<file path="src/rtl/xcorr_sop_detect.sv">
// Cross-correlator peak picker: one-cycle SOP pulse per correlation peak,
// with post-peak holdoff and a per-window SOP count for the downstream filter.
module xcorr_sop_detect #(
    parameter int MAG_W       = 16,
    parameter int PEAK_SPAN   = 8,
    parameter int HOLDOFF     = 200,
    parameter int WINDOW_CLKS = 20000
) (
    input  logic             clk,
    input  logic             rst,
    input  logic             corr_valid,
    input  logic [MAG_W-1:0] corr_mag,
    input  logic [MAG_W-1:0] threshold,
    output logic             sop,
    output logic [MAG_W-1:0] peak_mag,
    output logic [14:0]      n_sps,
    output logic             n_sps_upd
);

    typedef enum logic [1:0] {
        S_IDLE,
        S_PEAK,
        S_HOLD
    } state_t;

    // Last count value before the event fires, so the compare is on the
    // registered count and the pulse lands one edge after the final sample.
    localparam logic [7:0]  SPAN_END = 8'(PEAK_SPAN - 1);
    localparam logic [15:0] HOLD_END = 16'(HOLDOFF - 1);
    localparam logic [23:0] WIN_LAST = 24'(WINDOW_CLKS - 1);
    localparam logic [14:0] CNT_MAX  = 15'h7fff;

    state_t             state_q, state_d;
    logic [MAG_W-1:0]   max_q, max_d;
    logic [7:0]         span_q, span_d;
    logic [15:0]        hold_q, hold_d;
    logic               sop_q, sop_d;
    logic [MAG_W-1:0]   peak_q, peak_d;
    logic [23:0]        win_q, win_d;
    logic [14:0]        sop_cnt_q, sop_cnt_d;
    logic [14:0]        sop_inc;
    logic [14:0]        n_sps_q, n_sps_d;
    logic               upd_q, upd_d;

    // Peak search FSM; only valid samples move it or its counters.
    always_comb begin
        state_d = state_q;
        max_d   = max_q;
        span_d  = span_q;
        hold_d  = hold_q;
        sop_d   = 1'b0;
        peak_d  = peak_q;
        if (corr_valid) begin
            unique case (state_q)
                S_IDLE: begin
                    if (corr_mag > threshold) begin
                        max_d   = corr_mag;
                        span_d  = '0;
                        state_d = S_PEAK;
                    end
                end
                S_PEAK: begin
                    if (corr_mag > max_q) begin
                        max_d  = corr_mag;
                        span_d = '0;
                    end else if (span_q == SPAN_END) begin
                        sop_d   = 1'b1;
                        peak_d  = max_q;
                        hold_d  = '0;
                        state_d = (HOLDOFF == 0) ? S_IDLE : S_HOLD;
                    end else begin
                        span_d = span_q + 8'd1;
                    end
                end
                S_HOLD: begin
                    if (hold_q == HOLD_END) begin
                        state_d = S_IDLE;
                    end else begin
                        hold_d = hold_q + 16'd1;
                    end
                end
                default: state_d = S_IDLE;
            endcase
        end
    end

    // Free-running window; a SOP on the closing cycle belongs to that window.
    always_comb begin
        win_d     = (win_q == WIN_LAST) ? '0 : win_q + 24'd1;
        n_sps_d   = n_sps_q;
        upd_d     = 1'b0;
        sop_inc   = (sop_cnt_q == CNT_MAX) ? sop_cnt_q
                                           : sop_cnt_q + {14'd0, sop_q};
        sop_cnt_d = sop_inc;
        if (win_q == WIN_LAST) begin
            n_sps_d   = sop_inc;
            upd_d     = 1'b1;
            sop_cnt_d = '0;
        end
    end

    // State and counter registers with synchronous reset.
    always_ff @(posedge clk) begin
        if (rst) begin
            state_q   <= S_IDLE;
            max_q     <= '0;
            span_q    <= '0;
            hold_q    <= '0;
            sop_q     <= 1'b0;
            peak_q    <= '0;
            win_q     <= '0;
            sop_cnt_q <= '0;
            n_sps_q   <= '0;
            upd_q     <= 1'b0;
        end else begin
            state_q   <= state_d;
            max_q     <= max_d;
            span_q    <= span_d;
            hold_q    <= hold_d;
            sop_q     <= sop_d;
            peak_q    <= peak_d;
            win_q     <= win_d;
            sop_cnt_q <= sop_cnt_d;
            n_sps_q   <= n_sps_d;
            upd_q     <= upd_d;
        end
    end

    assign sop       = sop_q;
    assign peak_mag  = peak_q;
    assign n_sps     = n_sps_q;
    assign n_sps_upd = upd_q;

endmodule

</file>
<file path="config.mk">
export PLATFORM = sky130hd
export DESIGN_NAME = xcorr_sop_detect
export DESIGN_NICKNAME = d
export VERILOG_FILES = /design/src/rtl/xcorr_sop_detect.sv
export SDC_FILE = /design/constraint.sdc
export NUM_CORES = 1
export LEC_CHECK = 0
export ABC_AREA = 0
export CAP_MARGIN = 20
export CORE_MARGIN = 2
export CORE_UTILIZATION = 25
export CTS_CLUSTER_DIAMETER = 100
export DETAILED_ROUTE_END_ITERATION = 16
export SETUP_SLACK_MARGIN = 0.02
export SLEW_MARGIN = 5
export SYNTH_ARGS = -nofsm -noshare
export SYNTH_HDL_FRONTEND = slang
export SYNTH_SLANG_ARGS = --single-unit
</file>
<file path="constraint.sdc">
create_clock -name clk -period 4 [get_ports clk]
set_input_delay 0.6 -clock clk [delete_from_list [all_inputs] [get_ports clk]]
set_output_delay 0.6 -clock clk [all_outputs]
set_load 0.05 [all_outputs]
</file>
==> results.sh, run 1 <==
export IMPL_dr_pass1_iters=6
export IMPL_clock_fmax_ghz=0.322
export IMPL_design_final_nets=843
export IMPL_start_util=0.255
export IMPL_yosysTopAreaCellShare=0.395
export IMPL_clock_path_buffers=2
export IMPL_vias=5139
export IMPL_skew_ns=0.0133
export IMPL_tightestPinTransition_ns=0.823
export IMPL_grt_pass1_vias=4884
export IMPL_grt_max_degree=53
export IMPL_period_share=0.777
export IMPL_holdPathStages=2
export IMPL_synth_seq_cells=114
export IMPL_synth_area_leader_cell="dfxtp_1"
export IMPL_hold_path_end="n_sps[6]"
export IMPL_overflow=0
export IMPL_rrSetupSlack_ns=1.08
export IMPL_rsz0062_at_grt="false"
export IMPL_synth_most_common_cell="dfxtp_1"
export IMPL_antenna_found_initial=0
export IMPL_worstSetupStartpointType="input pin"
export IMPL_relSlewSlack=0.446
export IMPL_ys_flop_type="dfxtp_1"
export IMPL_post_dp_hpwl_um=10700
export IMPL_pwr_density_cell_nw_per_um2=398
export IMPL_viasPerCell=4.81
export IMPL_synthArstFlopShare=0
export IMPL_synth_edf_count=0
export IMPL_layout_drive_gt1_share=0.0714
export IMPL_yosysWarnings=0
export IMPL_fillers=2301
export IMPL_syn_area_um2=5780
export IMPL_fin_crit_ns=3.11
export IMPL_r2r_cells=8
export IMPL_htree_levels=4
export IMPL_cts_hold_fix_buffers=0
export IMPL_yosys_top_cells_area="dfxtp_1 39%, ha_1 8.0%, nand3_1 5.6%"
export IMPL_netlist_instances=704
export IMPL_drcViolationCount=0
export IMPL_clk_latency_ns=0.41
export IMPL_peakVddDrop_mv=0.288
export IMPL_min_from="n_sps[6]"
export IMPL_syn_avg_cell_area_um2=8.21
export IMPL_numPortBuffers=67
export IMPL_final_max_slew_viol_count=0
export IMPL_grt_usage=0.128
export IMPL_setup_viol_count_final=0
export IMPL_post_cts_resized=0
export IMPL_die_h_um=156
export IMPL_synth_distinct_cells=55
export IMPL_area_growth_pct=27.6
export IMPL_pin_count=68
export IMPL_crit_type="in2reg"
export IMPL_cts_num_sinks=114
export IMPL_end_kind="register"
export IMPL_path_max_fanout=7
export IMPL_die_area_um2=24400
export IMPL_root_buffer="clkbuf_16"
export IMPL_die_x_um=156
export IMPL_tns_ns=0
export IMPL_ys_seq_area_frac=0.395
export IMPL_dr_first_iter_drc_count=404
export IMPL_cts_tree="done"
export IMPL_max_cap_viol_count=0
export IMPL_clk_pin_slew_worst_paths_ns=0.06
export IMPL_gp_congestion=0.901
export IMPL_grt_first_pass_wirelength_um=25000
export IMPL_drt_wl_total_um=14800
export IMPL_post_place_ws_ns=0.552
export IMPL_routedWlPerCell_um=13.9
export IMPL_synthTopCellsByCount="114 x dfxtp_1, 65 x nand3_1, 60 x a21oi_1, 60 x nor2_1, 51 x nand2_1"
export IMPL_cts_setup_buffers=0
export IMPL_hold_violations=0
export IMPL_status="complete, no violations"
export IMPL_required_ns=4.26
export IMPL_placementRows=55
export IMPL_finalWorstSetupSlack_ns=0.894
export IMPL_rr_startpoint="max_q[15]"
export IMPL_coreArea_um2=22600
export IMPL_hold_class="reg2reg"
export IMPL_ant_nets=0
export IMPL_critPathArrivalTime_ns=3.37
export IMPL_cts_buffers=17
export IMPL_syn_nets=776
export IMPL_leakagePower_nw=2.58
export IMPL_diodes=0
export IMPL_reg2reg_to="span_q[2]"
layout by cell type (no fill, tap or decap), types with 6 or more instances in the layout:
cell type          n
nor3_1            13
and2_1             7
a211oi_1          11
clkdlybuf4s50_1   66
ha_1              37
nor2b_1            8
nand3_1           65
nor4_1            10
xnor2_1           16
and4_1             6
nand2_1           51
dfxtp_1          114
nor2_1            60
a21oi_1           60
xor2_1            12
and3_1             9
or3_1              7
a31oi_1           16
buf_4             11
o21ai_0           48
clkbuf_16         17
nand4_1           18
inv_1             49
where the power goes:
group / internal (mW) / switching (mW) / leakage [nW] / total [mW]
registers: 1.15 / 0.0162 / 0.921 / 1.17
clock network: 0.978 / 0.568 / 0.298 / 1.55
logic: 0.0928 / 0.131 / 1.36 / 0.224
state kept, by name, summed over array words and instances, names as in the netlist:
| signal | count |
|---|---|
| hold_q | 16 |
| span_q | 8 |
| max_q | 16 |
| n_sps | 15 |
| sop | 1 |
| sop_cnt_q | 15 |
| win_q | 24 |
| state_q | 2 |
| n_sps_upd | 1 |
| peak_mag | 16 |
cell type report:
class | count | area (um^2) | area share
sequential | 114 | 2280 | 0.309
inverter | 49 | 184 | 0.0249
timing repair buffer | 78 | 748 | 0.101
tap | 285 | 357 | 0.0483
clock buffer | 20 | 467 | 0.0633
clock inverter | 12 | 143 | 0.0193
multi-input combinational | 511 | 3200 | 0.433
worst max-delay path: stages:
cell and delay, ns:
clkdlybuf4s50_1 0.46, ha_1 0.34, nand4_1 0.24, nor4_2 0.44, a21boi_1 0.40, o31ai_1 0.19, o21ai_1 0.51, o221ai_1 0.18
routing by layer:
| layer | track usage | share of wire | routed length [um] |
|---|---|---|---|
| met5 | 0 | 0 | 0 |
| met4 | 0.0489 | 0.017 | 251 |
| met3 | 0.0328 | 0.049 | 730 |
| met2 | 0.192 | 0.44 | 6540 |
| met1 | 0.175 | 0.49 | 7280 |
how the worst max path moves through the flow:
stage,from,to
finish,corr_mag[15],span_q[2]
global route,corr_mag[15],span_q[2]
detailed placement,corr_mag[15],span_q[2]
global placement,corr_mag[15],span_q[5]
floorplan,threshold[14],span_q[6]
CTS,corr_mag[15],span_q[2]
cells by family after synthesis:
| logic type | share of synthesized area |
|---|---|
| AOI/OAI and AO/OA | 0.177 |
| xor gates and xnor gates | 0.0424 |
| adders and majority gates | 0.0801 |
| buffers and inverters | 0.0543 |
| DFF | 0.395 |
| muxes | 0.00520 |
| and+or+nand+nor | 0.247 |
stage by stage:
stage	power [mW]	cells	hold WS [ns]	instance area, um^2	utilization
2_1_floorplan	1.32	704	0.430	5780	-
3_3_place_gp	1.41	1037	0.446	6770	0.299
3_5_place_dp	1.41	1037	0.458	6770	0.299
4_1_cts	2.98	1069	0.471	7380	0.326
5_1_grt	3.06	1069	0.492	7380	0.326
6_report	2.94	1069	0.472	7380	0.326
Power figures use the tool's default switching activity.
==> inputs of run 2 (changes only) <==
==> constraint.sdc (replaced) <==
create_clock -name clk -period 2.64 [get_ports clk]
set_input_delay 0.396 -clock clk [delete_from_list [all_inputs] [get_ports clk]]
set_output_delay 0.396 -clock clk [all_outputs]
set_load 0.05 [all_outputs]
==> run 2 against run 1 <==
Net effect: die area unchanged; sequential share of layout area down 1.6 points; clock power up 46%; cell count up 3.9%; largest power group unchanged.
==> results.sh, run 2 (synthesis gave the netlist of run 1 again) <==
export IMPL_period_share=0.949
export IMPL_mostFrequentLayoutCells="114 x dfxtp_1, 64 x nand3_1, 62 x clkdlybuf4s50_1, 60 x a21oi_1, 60 x nor2_1"
export IMPL_coreArea_um2=22600
export IMPL_layout_drive_gt1_share=0.125
export IMPL_finalWorstSetupSlack_ns=0.135
export IMPL_vias=5347
export IMPL_largest_reg_flops=24
export IMPL_fin_cells=1111
export IMPL_grt_usage=0.129
export IMPL_root_buffer="clkbuf_16"
export IMPL_crit_chain="clkdlybuf4s50_1, ha_1, nor2b_1, o21ai_0, a21boi_2, o31a_2, or4_1, a31oi_1"
export IMPL_crit_slowest_cell="clkdlybuf4s50_1"
export IMPL_worstSetupStartpointType="input pin"
export IMPL_start_util=0.255
export IMPL_cts_hold_fix_buffers=0
export IMPL_cts_buffers=17
export IMPL_hold_violations=0
export IMPL_gp_congestion=0.815
export IMPL_pwr_density_cell_nw_per_um2=570
export IMPL_grt_first_pass_wirelength_um=25400
export IMPL_numPortBuffers=67
export IMPL_cts_num_sinks=114
export IMPL_clock_fmax_ghz=0.399
export IMPL_placementRows=55
export IMPL_post_dp_hpwl_um=11000
export IMPL_grt_max_degree=30
export IMPL_status="complete, no violations"
export IMPL_finalPower_mw=4.44
export IMPL_postLayoutCoreUtil=0.343
export IMPL_fin_crit_ns=2.50
export IMPL_cts_tree="done"
export IMPL_ant_nets=0
export IMPL_routedWlPerCell_um=13.5
export IMPL_skew_ns=0.00788
export IMPL_rsz0062_at_grt="false"
export IMPL_peakVddDrop_mv=0.491
export IMPL_final_common_cell="dfxtp_1"
export IMPL_required_ns=2.99
export IMPL_top_register="win_q"
export IMPL_clk_latency_ns=0.42
export IMPL_critPathArrivalTime_ns=2.85
export IMPL_clk_pin_slew_worst_paths_ns=0.06
export IMPL_dr_pass1_iters=5
export IMPL_area_growth_pct=34.5
export IMPL_antenna_found_initial=0
export IMPL_setup_viol_count_final=0
export IMPL_design_final_nets=885
export IMPL_hold_class="in2reg"
export IMPL_crit_type="in2reg"
export IMPL_max_stage_delay_ns=0.53
export IMPL_end_kind="register"
export IMPL_rrSetupSlack_ns=0.18
export IMPL_grt_pass1_vias=5174
export IMPL_drt_wl_total_um=15000
export IMPL_die_area_um2=24400
export IMPL_path_max_fanout=5
export IMPL_post_place_ws_ns=-0.374
export IMPL_viasPerCell=4.81
export IMPL_overflow=0
export IMPL_dr_first_iter_drc_count=460
export IMPL_die_x_um=156
export IMPL_clock_path_buffers=2
export IMPL_fillers=2277
export IMPL_htree_levels=4
export IMPL_final_max_slew_viol_count=0
export IMPL_drcViolationCount=0
export IMPL_max_cap_viol_count=0
export IMPL_die_h_um=156
export IMPL_diodes=0
export IMPL_relSlewSlack=0.577
export IMPL_fin_hold_ws_ns=0.368
export IMPL_leakagePower_nw=2.83
export IMPL_placed_cells=1078
export IMPL_tightestPinTransition_ns=0.634
export IMPL_pin_count=68
==> run 2: path summary, 6_finish.rpt <==
check	start	to	cells after the start
setup / recovery	corr_mag[1]	span_q[6]	8
hold / removal	corr_mag[5]	max_q[5]	3
setup reg to reg	max_q[11]	span_q[6]	8
hold reg to reg	hold_q[15]	hold_q[15]	1
==> run 2: cell type report <==
class                   count  area, um^2  area share
clock inverters            14         146      0.0188
flip-flops and latches    114        2280       0.294
inverters                  49         184      0.0237
multi-input cells         511        3240       0.417
repair buffers            120        1130       0.145
clock buffers              18         439      0.0565
well taps                 285         357      0.0459
==> run 2: worst max-delay path, delay by kind of cell <==
kind | cells | cell delay (ns)
AOI/OAI and AO/OA | 4 | 0.92
and+or+nand+nor | 2 | 0.66
buffers and inverters | 1 | 0.53
adders and majority gates | 1 | 0.36
==> run 2: routing by layer <==
metal	up-vias	part of all wire	wire length, um	GRT usage
met3	21	0.043	640	0.0317
met4	0	0.017	263	0.0481
li1	2752	-	-	-
met2	115	0.45	6690	0.204
met5	-	0	0	0
met1	2459	0.49	7440	0.170
==> run 2: repair_timing <==
item / CTS / global route
gates resized for setup: 0 / 13
setup endpoints to repair: 0 / 54
setup buffers: 0 / 1
==> run 2: power breakdown <==
group | total [mW] | internal [mW] | switching (mW)
sequential | 1.77 | 1.74 | 0.0218
combinational | 0.405 | 0.191 | 0.214
clock | 2.26 | 1.35 | 0.916
total | 4.44 | 3.28 | 1.15
==> run 2: per-stage QoR <==
stage	cell area (um^2)	TNS [ns]
2_1_floorplan	5780	0
3_3_place_gp	7130	-14.84
3_5_place_dp	7130	-18.34
4_1_cts	7710	0
5_1_grt	7770	0
6_report	7770	0
==> inputs of run 3 (changes only) <==
--- a/config.mk
+++ b/config.mk
@@ -7,6 +7,7 @@
 export LEC_CHECK = 0
 export ABC_AREA = 0
 export CAP_MARGIN = 20
+export CORE_ASPECT_RATIO = 1.25
 export CORE_MARGIN = 2
 export CORE_UTILIZATION = 25
 export CTS_CLUSTER_DIAMETER = 100
==> run 3 against run 2 <==
Net effect: the run now ends with design-rule violations left; non-clock buffer count shrank 8; clock-buffer cell count is 1 higher; setup slack got worse by 0.00059 ns; hold slack better by 0.0079 ns; utilization is 0.80 points lower; critical endpoint unchanged; largest cell class unchanged; largest power group unchanged.
==> results.sh, run 3 (synthesis gave the netlist of run 1 again) <==
export IMPL_status="complete, but fails checks"
export IMPL_violations="design-rule violations"
export IMPL_vias=5236
export IMPL_cts_tree="done"
export IMPL_seqPwrFrac=0.394
export IMPL_antenna_found_initial=0
export IMPL_design_final_nets=877
export IMPL_final_common_cell="dfxtp_1"
export IMPL_pin_count=68
export IMPL_pwr_density_cell_nw_per_um2=584
export IMPL_clk_latency_ns=0.42
export IMPL_critPathArrivalTime_ns=2.85
export IMPL_hold_class="in2reg"
export IMPL_relSlewSlack=0.636
export IMPL_overflow=0
export IMPL_grt_first_pass_wirelength_um=24900
export IMPL_skew_ns=0.00673
export IMPL_cts_hold_fix_buffers=0
export IMPL_leakagePower_nw=2.76
export IMPL_routedWlPerCell_um=13.2
export IMPL_fin_cells=1106
export IMPL_area_growth_pct=32.8
export IMPL_end_kind="register"
export IMPL_largest_reg_flops=24
export IMPL_combPwrFrac=0.084
export IMPL_period_share=0.949
export IMPL_crit_type="in2reg"
export IMPL_clock_path_buffers=2
export IMPL_cts_buffers=17
export IMPL_dr_pass1_iters=10
export IMPL_layout_drive_gt1_share=0.110
export IMPL_worstSetupStartpointType="input pin"
export IMPL_htree_levels=4
export IMPL_diodes=0
export IMPL_viasPerCell=4.73
export IMPL_max_cap_viol_count=0
export IMPL_ant_nets=0
export IMPL_clk_pin_slew_worst_paths_ns=0.06
export IMPL_grt_max_degree=40
export IMPL_p_int_mw=3.43
export IMPL_placed_cells=1072
export IMPL_fin_crit_ns=2.51
export IMPL_die_h_um=174
export IMPL_cts_num_sinks=114
export IMPL_p_clk_frac=0.522
export IMPL_tns_ns=0
export IMPL_swShare=0.235
export IMPL_placementRows=62
export IMPL_clock_fmax_ghz=0.399
export IMPL_top_register="win_q"
export IMPL_hold_violations=0
export IMPL_gp_congestion=0.805
export IMPL_post_dp_hpwl_um=10600
export IMPL_tightestPinTransition_ns=0.542
export IMPL_path_max_fanout=5
export IMPL_peakVddDrop_mv=0.441
export IMPL_coreArea_um2=22900
export IMPL_numPortBuffers=67
export IMPL_setup_viol_count_final=0
export IMPL_fillers=2369
export IMPL_start_util=0.253
export IMPL_dr_first_iter_drc_count=240
export IMPL_grt_pass1_vias=5288
export IMPL_die_area_um2=24400
export IMPL_mostFrequentLayoutCells="114 x dfxtp_1, 66 x clkdlybuf4s50_1, 65 x nand3_1, 60 x a21oi_1, 60 x nor2_1"
export IMPL_root_buffer="clkbuf_16"
export IMPL_p_sw_mw=1.05
export IMPL_die_x_um=140
export IMPL_drcViolationCount=5
export IMPL_required_ns=2.99
export IMPL_grt_usage=0.124
export IMPL_final_max_slew_viol_count=0
export IMPL_drt_wl_total_um=14500
## run 3: cell count changes in the layout (fill, tap and decap cells not counted), moves of 2 or more
cell	before	now
buf_4	48	43
clkinv_2	0	4
buf_12	4	2
inv_8	3	0
bufinv_16	1	3
dlymetal6s2s_1	4	0
clkdlybuf4s50_1	62	66
clkinv_4	3	1
## run 3: worst max-delay path, cell delays in order
cell and delay, ns:
clkdlybuf4s50_1 0.46, ha_1 0.33, nand4_1 0.24, o2111a_1 0.24
nand3_1 0.14, o31a_2 0.36, or4_1 0.50, a31oi_1 0.16
## run 3: what timing repair did
action,CTS,global route
setup buffers,0,2
resized for setup,0,3
setup endpoints to repair,0,28
## run 3: final timing paths
kind | startpoint | endpoint | slack, ns | cells past startpoint
worst max-delay path | corr_mag[14] | span_q[6] | 0.13 | 8
worst min register to register | win_q[0] | win_q[0] | 0.46 | 1
worst min-delay path | rst | n_sps_upd | 0.38 | 2
worst max register to register | max_q[15] | span_q[6] | 0.23 | 8
## run 3: layer usage
layer  GRT usage  share of wire  vias up
li1            -              -     2728
met3      0.0320          0.037       14
met1       0.144           0.45     2414
met4      0.0488          0.015        0
met5           0              0        -
met2       0.219           0.50       80
## run 3: power groups by stage
stage / clock [mW] / combinational (mW) / sequential (mW)
2_1_floorplan: 0 / 0.202 / 1.80
3_3_place_gp: 0 / 0.365 / 1.80
3_5_place_dp: 0 / 0.365 / 1.80
4_1_cts: 2.39 / 0.368 / 1.77
5_1_grt: 2.48 / 0.423 / 1.77
6_report: 2.34 / 0.375 / 1.77
## run 3: per-stage QoR
| step | util | setup slack (ns) | power (mW) | hold slack [ns] | area [um^2] |
|---|---|---|---|---|---|
| 2_1_floorplan | - | 0.331 | 2.00 | 0.430 | 5780 |
| 3_3_place_gp | 0.308 | -0.248 | 2.17 | 0.447 | 7040 |
| 3_5_place_dp | 0.308 | -0.292 | 2.17 | 0.450 | 7040 |
| 4_1_cts | 0.334 | 0.131 | 4.52 | 0.356 | 7640 |
| 5_1_grt | 0.335 | -0.000481 | 4.67 | 0.373 | 7680 |
| 6_report | 0.335 | 0.135 | 4.48 | 0.375 | 7680 |
## run 3: area by class of cell
cell class | instances | area [um^2] | area share
well taps | 288 | 360 | 0.0469
inverters | 49 | 184 | 0.0240
clock buffers | 19 | 443 | 0.0577
multi-input cells | 511 | 3220 | 0.419
repair buffers | 112 | 1030 | 0.134
flip-flops and latches | 114 | 2280 | 0.297
clock inverters | 13 | 159 | 0.0207
